[config.mk]
export PLATFORM = sky130hd
export DESIGN_NAME = matrix_mult_sequencer
export DESIGN_NICKNAME = d
export VERILOG_FILES = /design/src/rtl/matrix_mult_sequencer.sv
export SDC_FILE = /design/constraint.sdc
export NUM_CORES = 2
export LEC_CHECK = 0
export ABC_AREA = 0
export CAP_MARGIN = 20
export CORE_AREA = 4 4 697 699
export DETAILED_ROUTE_END_ITERATION = 7
export DIE_AREA = 0 0 701 703
export GPL_TIMING_DRIVEN = 1
export PLACE_DENSITY = 0.32
export SLEW_MARGIN = 0
export SYNTH_ARGS = -nofsm -noshare
export SYNTH_HDL_FRONTEND = slang
export SYNTH_SLANG_ARGS = --single-unit
[constraint.sdc]
create_clock -name clk -period 2.15 [get_ports clk]
set_input_delay 0.5375 -clock clk [delete_from_list [all_inputs] [get_ports clk]]
set_output_delay 0.5375 -clock clk [all_outputs]
set_load 0.02 [all_outputs]
[src/rtl/matrix_mult_sequencer.sv]
// Purpose: arbitrates two requesters and walks a 4x4 matrix engine through load A, load B, read and capture.
// Latency: 5 cycles from grant to rsp_valid when the engine answers each handshake phase in one cycle.
// Backpressure: one operation in flight; requesters hold valid until their ready pulse, results wait for rsp_ready.
module matrix_mult_sequencer #(
  parameter int TIMEOUT  = 64,
  parameter bit RR_START = 1'b0
) (
  input  logic         clk,
  input  logic         nReset,
  input  logic         req0_valid,
  input  logic [255:0] req0_matA,
  input  logic [255:0] req0_matB,
  output logic         req0_ready,
  input  logic         req1_valid,
  input  logic [255:0] req1_matA,
  input  logic [255:0] req1_matB,
  output logic         req1_ready,
  output logic         rsp_valid,
  output logic         rsp_id,
  output logic [255:0] rsp_data,
  output logic         rsp_err,
  input  logic         rsp_ready,
  output logic         mm_enable,
  output logic         mm_rw,
  output logic [255:0] mm_dataIn,
  input  logic [255:0] mm_dataOut,
  input  logic         mm_fleg,
  output logic         busy
);

  typedef enum logic [2:0] {
    IDLE, LOAD_A, LOAD_B, READ_REQ, READ_WAIT, CAPTURE, RESP
  } state_t;

  // Last count value still inside the allowed wait window.
  localparam logic [15:0] CNT_LAST = 16'(TIMEOUT - 1);

  state_t         state_q, state_d;
  logic [15:0]    cnt_q, cnt_d;
  logic           last_q, last_d;
  logic           id_q, id_d;
  logic [255:0]   a_q, a_d;
  logic [255:0]   b_q, b_d;
  logic           req0_ready_q, req0_ready_d;
  logic           req1_ready_q, req1_ready_d;
  logic           rsp_valid_q, rsp_valid_d;
  logic           rsp_id_q, rsp_id_d;
  logic           rsp_err_q, rsp_err_d;
  logic [255:0]   rsp_data_q, rsp_data_d;
  logic           mm_enable_q, mm_enable_d;
  logic           mm_rw_q, mm_rw_d;
  logic [255:0]   mm_dataIn_q, mm_dataIn_d;
  logic           waiting;
  logic           timed_out;
  logic           abort;
  logic           gnt;

  // Next-state, arbitration, wait counter and registered engine/response outputs.
  always_comb begin
    state_d      = state_q;
    last_d       = last_q;
    id_d         = id_q;
    a_d          = a_q;
    b_d          = b_q;
    req0_ready_d = 1'b0;
    req1_ready_d = 1'b0;
    rsp_valid_d  = rsp_valid_q;
    rsp_id_d     = rsp_id_q;
    rsp_err_d    = rsp_err_q;
    rsp_data_d   = rsp_data_q;
    abort        = 1'b0;
    gnt          = 1'b0;

    waiting   = (state_q == LOAD_A) || (state_q == LOAD_B) ||
                (state_q == READ_REQ) || (state_q == READ_WAIT);
    timed_out = waiting && (cnt_q == CNT_LAST);

    case (state_q)
      IDLE: begin
        if (req0_valid || req1_valid) begin
          // Contention goes to whoever was not served last; otherwise the lone requester wins.
          gnt          = (req0_valid && req1_valid) ? ~last_q : req1_valid;
          last_d       = gnt;
          id_d         = gnt;
          a_d          = gnt ? req1_matA : req0_matA;
          b_d          = gnt ? req1_matB : req0_matB;
          req0_ready_d = ~gnt;
          req1_ready_d = gnt;
          state_d      = LOAD_A;
        end
      end
      // Exit conditions are tested before the timeout so a late handshake still completes.
      LOAD_A: begin
        if (mm_fleg) state_d = LOAD_B;
        else if (timed_out) abort = 1'b1;
      end
      LOAD_B: begin
        if (!mm_fleg) state_d = READ_REQ;
        else if (timed_out) abort = 1'b1;
      end
      READ_REQ: begin
        if (mm_fleg) state_d = READ_WAIT;
        else if (timed_out) abort = 1'b1;
      end
      READ_WAIT: begin
        if (!mm_fleg) state_d = CAPTURE;
        else if (timed_out) abort = 1'b1;
      end
      CAPTURE: begin
        rsp_data_d  = mm_dataOut;
        rsp_valid_d = 1'b1;
        rsp_err_d   = 1'b0;
        rsp_id_d    = id_q;
        state_d     = RESP;
      end
      RESP: begin
        if (rsp_ready) begin
          rsp_valid_d = 1'b0;
          state_d     = IDLE;
        end
      end
      default: state_d = IDLE;
    endcase

    if (abort) begin
      rsp_data_d  = '0;
      rsp_valid_d = 1'b1;
      rsp_err_d   = 1'b1;
      rsp_id_d    = id_q;
      state_d     = RESP;
    end

    // Counter restarts on every state change and only advances while waiting on the engine.
    if (state_d != state_q) cnt_d = '0;
    else if (waiting)       cnt_d = cnt_q + 16'd1;
    else                    cnt_d = cnt_q;

    // Engine strobes are decoded from the next state so they line up with the registered state.
    mm_enable_d = (state_d == LOAD_A) || (state_d == LOAD_B) ||
                  (state_d == READ_REQ) || (state_d == READ_WAIT);
    mm_rw_d     = (state_d == LOAD_A) || (state_d == LOAD_B);
    if (state_d == LOAD_A)      mm_dataIn_d = a_d;
    else if (state_d == LOAD_B) mm_dataIn_d = b_d;
    else                        mm_dataIn_d = '0;
  end

  // State and output registers; reset drops any operation in flight.
  always_ff @(posedge clk or negedge nReset) begin
    if (!nReset) begin
      state_q      <= IDLE;
      cnt_q        <= '0;
      last_q       <= ~RR_START;
      id_q         <= 1'b0;
      a_q          <= '0;
      b_q          <= '0;
      req0_ready_q <= 1'b0;
      req1_ready_q <= 1'b0;
      rsp_valid_q  <= 1'b0;
      rsp_id_q     <= 1'b0;
      rsp_err_q    <= 1'b0;
      rsp_data_q   <= '0;
      mm_enable_q  <= 1'b0;
      mm_rw_q      <= 1'b0;
      mm_dataIn_q  <= '0;
    end else begin
      state_q      <= state_d;
      cnt_q        <= cnt_d;
      last_q       <= last_d;
      id_q         <= id_d;
      a_q          <= a_d;
      b_q          <= b_d;
      req0_ready_q <= req0_ready_d;
      req1_ready_q <= req1_ready_d;
      rsp_valid_q  <= rsp_valid_d;
      rsp_id_q     <= rsp_id_d;
      rsp_err_q    <= rsp_err_d;
      rsp_data_q   <= rsp_data_d;
      mm_enable_q  <= mm_enable_d;
      mm_rw_q      <= mm_rw_d;
      mm_dataIn_q  <= mm_dataIn_d;
    end
  end

  assign req0_ready = req0_ready_q;
  assign req1_ready = req1_ready_q;
  assign rsp_valid  = rsp_valid_q;
  assign rsp_id     = rsp_id_q;
  assign rsp_err    = rsp_err_q;
  assign rsp_data   = rsp_data_q;
  assign mm_enable  = mm_enable_q;
  assign mm_rw      = mm_rw_q;
  assign mm_dataIn  = mm_dataIn_q;
  assign busy       = (state_q != IDLE);

endmodule

==> metrics.txt <==
status=complete, but fails checks; failing checks=setup timing; Fin. Hold Viols=0; GRT Overall Usage=0.186; Root Buffer=clkbuf_16; TritonCTS clock tree=done; Setup-failing EPs final=604; mapped cell area=approximately 55,000 µm²; number of buffers created by CTS=155; DRC Markers=0; DP Cell Count=between 15,000 and 20,000; Routed Wire Length=between 400,000 and 500,000 µm; Layout Skew=0.0600 ns; largest net degree at the start of global routing=75; Post-synth EDFFs=0; DRT iter0 DRCs=approximately 4,200; Setup crit end kind=output pin; Synth top area share=0.475; commonest cells after routing, fill and taps aside=nand2_1 (1,545), clkdlybuf4s50_1 (1,282), buf_4 (1,017); synthesis warning total=0; final worst-path cycle share=1.17; worst reg2reg setup slack=-0.31 ns; Worst Tran Pin Value=just over 0.8 ns; Int Pwr=83.9 mW; relative slew slack=0.449; R2R cell count=10; peak supply drop=0.000569 V; Async SR Flop Fraction=1.00; H-tree depth=4; Slew Limit Fails=0; Syn Inst Count=6,941; Clk pwr share=0.180; Post-Syn Area per Cell=roughly 8.0 µm²; Cell Area, Placed=89,400 µm²; first-pass GRT wire length=627,000 µm; Initial Util=0.116; Sink Count=between 1,000 and 1,500; drt wl/cell=30.2 µm; max cap viols=0; most common cell after layout, fill and taps aside=nand2_1; Crit Path Class=reg -> out; CP Max Fanout=4; routed vias=roughly 66,000; Horiz. Die Dim=701 µm; Core Box Area=479,000 µm²; Sw Pwr=66.4 mW; Area growth syn-to-layout=94.3%; sequential share of power=0.218; Synth cell types=47; hpwl dp=389,000 µm; Combinational Power Share=0.602; worst hold path stage count=3; initial antenna violation count=206; Final Non-Filler Cells=16,300; buffers added on ports=between 1,500 and 2,000; Design Power=150 mW; critical path launch point type=flop; Reg clk slew, reported paths=~0.06 ns; fin area=107,000 µm²; Min-Delay Path Class=in -> reg; worst-case clock buffer depth=4; fraction of layout cells with a size suffix above 1=0.335; Most used DFF post-synth=dfrtp_1; Lkg Pwr=about 46 nW; I/O pin cnt=~1,800; grt ovf=0; Rows=254; die span in y=703 µm; Vias per Instance=4.03; synth top area cells=dfrtp_1 (48%), nor3_1 (14%), nand2_1 (10%); Pre-Repair DR Iteration Count=6; Peak Freq=0.397 GHz; Yosys top cell by area=dfrtp_1; Sw Share=0.442; register area share after synthesis=0.476; Worst Path Required=between 1.5 and 2 ns; die area=~490,000 µm²; syn_nets=~8,200; remaining antenna violation count=0; unrepaired setup endpoints after global routing=yes; setup ws final=-0.368 ns; GPL Wtd Cong=about 0.93; Clk Latency, worst-skew pair=0.90 ns; Synth Register Bits=1,052; vias in the first global route=67,100; Nets=roughly 11,000; minimum clock period=2.52 ns; Data arrival, critical path=1.98 ns; PD cells=approximately 1400 nW/µm²
-- power groups by stage --
stage	Sequential (mW)	Clock [mW]	Combinational (mW)
after global routing	33.6	28.9	96.4
final	32.7	27.1	90.5
after global placement	33.0	0	68.6
after CTS	33.0	28.2	77.0
after floorplan	35.7	0	27.4
after detailed placement	33.0	0	68.9
-- flip-flops by register name (all words and copies together), names as in the netlist --
register    flops
a_q           256
b_q           256
cnt_q          16
id_q            1
last_q          1
mm_dataIn     256
mm_enable       1
mm_rw           1
req0_ready      1
req1_ready      1
rsp_data      256
rsp_err         1
rsp_id          1
rsp_valid       1
state_q         3
-- cell families (layout without fill, tap and decap cells) --
| group | Yosys count | count (layout) | synth area share |
|---|---|---|---|
| flip-flops | 1052 | 1052 | 0.476 |
| multiplexers | 2 | 2 | 0.000385 |
| other | 0 | 101 | 0 |
| AND/OR/NAND/NOR | 3147 | 3147 | 0.251 |
| buffers and inverters | 1153 | 4031 | 0.0803 |
| adder cells (fa/ha/maj) | 1 | 1 | 0.000226 |
| AO/OA/AOI/OAI | 1578 | 1578 | 0.191 |
| XOR/XNOR | 8 | 8 | 0.00127 |
-- cells in the mapped netlist (all sizes together) (6+ instances only) --
cell,instances
nor2,10
dfrtp,1051
nand2,1546
o21ai,11
nor3,1547
a211oi,9
o31ai,516
xor2,8
a21oi,515
inv,517
a21boi,513
nand4,7
buf,132
clkbuf,504
nand3,6
-- worst max-delay path: stages, from the launching register on --
cell,delay (ns)
dfrtp_1,0.41
nor3_4,0.27
buf_12,0.16
inv_16,0.04
buf_8,0.12
buf_6,0.13
-- area by class of cell --
type | instances | area [µm²]
Clock buffer | 224 | 4530
Sequential cell | 1052 | 26400
Multi-Input combinational cell | 4736 | 32500
Fill cell | 52600 | 371000
Timing Repair Buffer | 3244 | 33200
Tap cell | 6400 | 8010
Clock inverter | 46 | 649
Inverter | 517 | 1960
Antenna cell | 101 | 253
-- final timing paths --
check / from / end
max: state_q[0]$_DFF_PN0_ / busy
min: mm_dataOut[84] / rsp_data[84]$_DFFE_PN0P_
max reg2reg: state_q[0]$_DFF_PN0_ / mm_dataIn[112]$_DFF_PN0_
min reg2reg: id_q$_DFFE_PN0P_ / id_q$_DFFE_PN0P_
max in group asynchronous: nReset / b_q[154]$_DFF_PN0_
min in group asynchronous: nReset / rsp_data[202]$_DFFE_PN0P_
-- layer usage --
metal	up-vias	GRT usage	wire [µm]
li1	29600	-	-
met2	2126	0.349	256000
met5	-	0	586
met4	86	0.0621	22800
met1	33300	0.204	181000
met3	712	0.0460	31500
-- through the flow --
step,TNS (ns),utilization,setup WS (ns),hold slack [ns]
2_1_floorplan,0,-,0.0700,0.242
3_3_place_gp,-242.73,0.187,-0.664,0.471
3_5_place_dp,-240.47,0.187,-0.593,0.472
4_1_cts,-125.79,0.204,-0.510,0.0377
5_1_grt,-134.97,0.224,-0.495,0.0977
6_report,-61.12,0.225,-0.368,0.183
-- what timing repair did --
| item | 4_1_cts | 5_1_grt |
|---|---|---|
| hold buffers | 1 | 0 |
| pin swaps | 109 | 556 |
| cloned | 37 | 57 |
| endpoints found under the setup margin | 1051 | 1047 |
| hold endpoints to repair | 56 | 0 |
| setup buffers | 98 | 151 |
| gates resized for setup | 2806 | 1593 |
(Power assumes the default switching activity.)
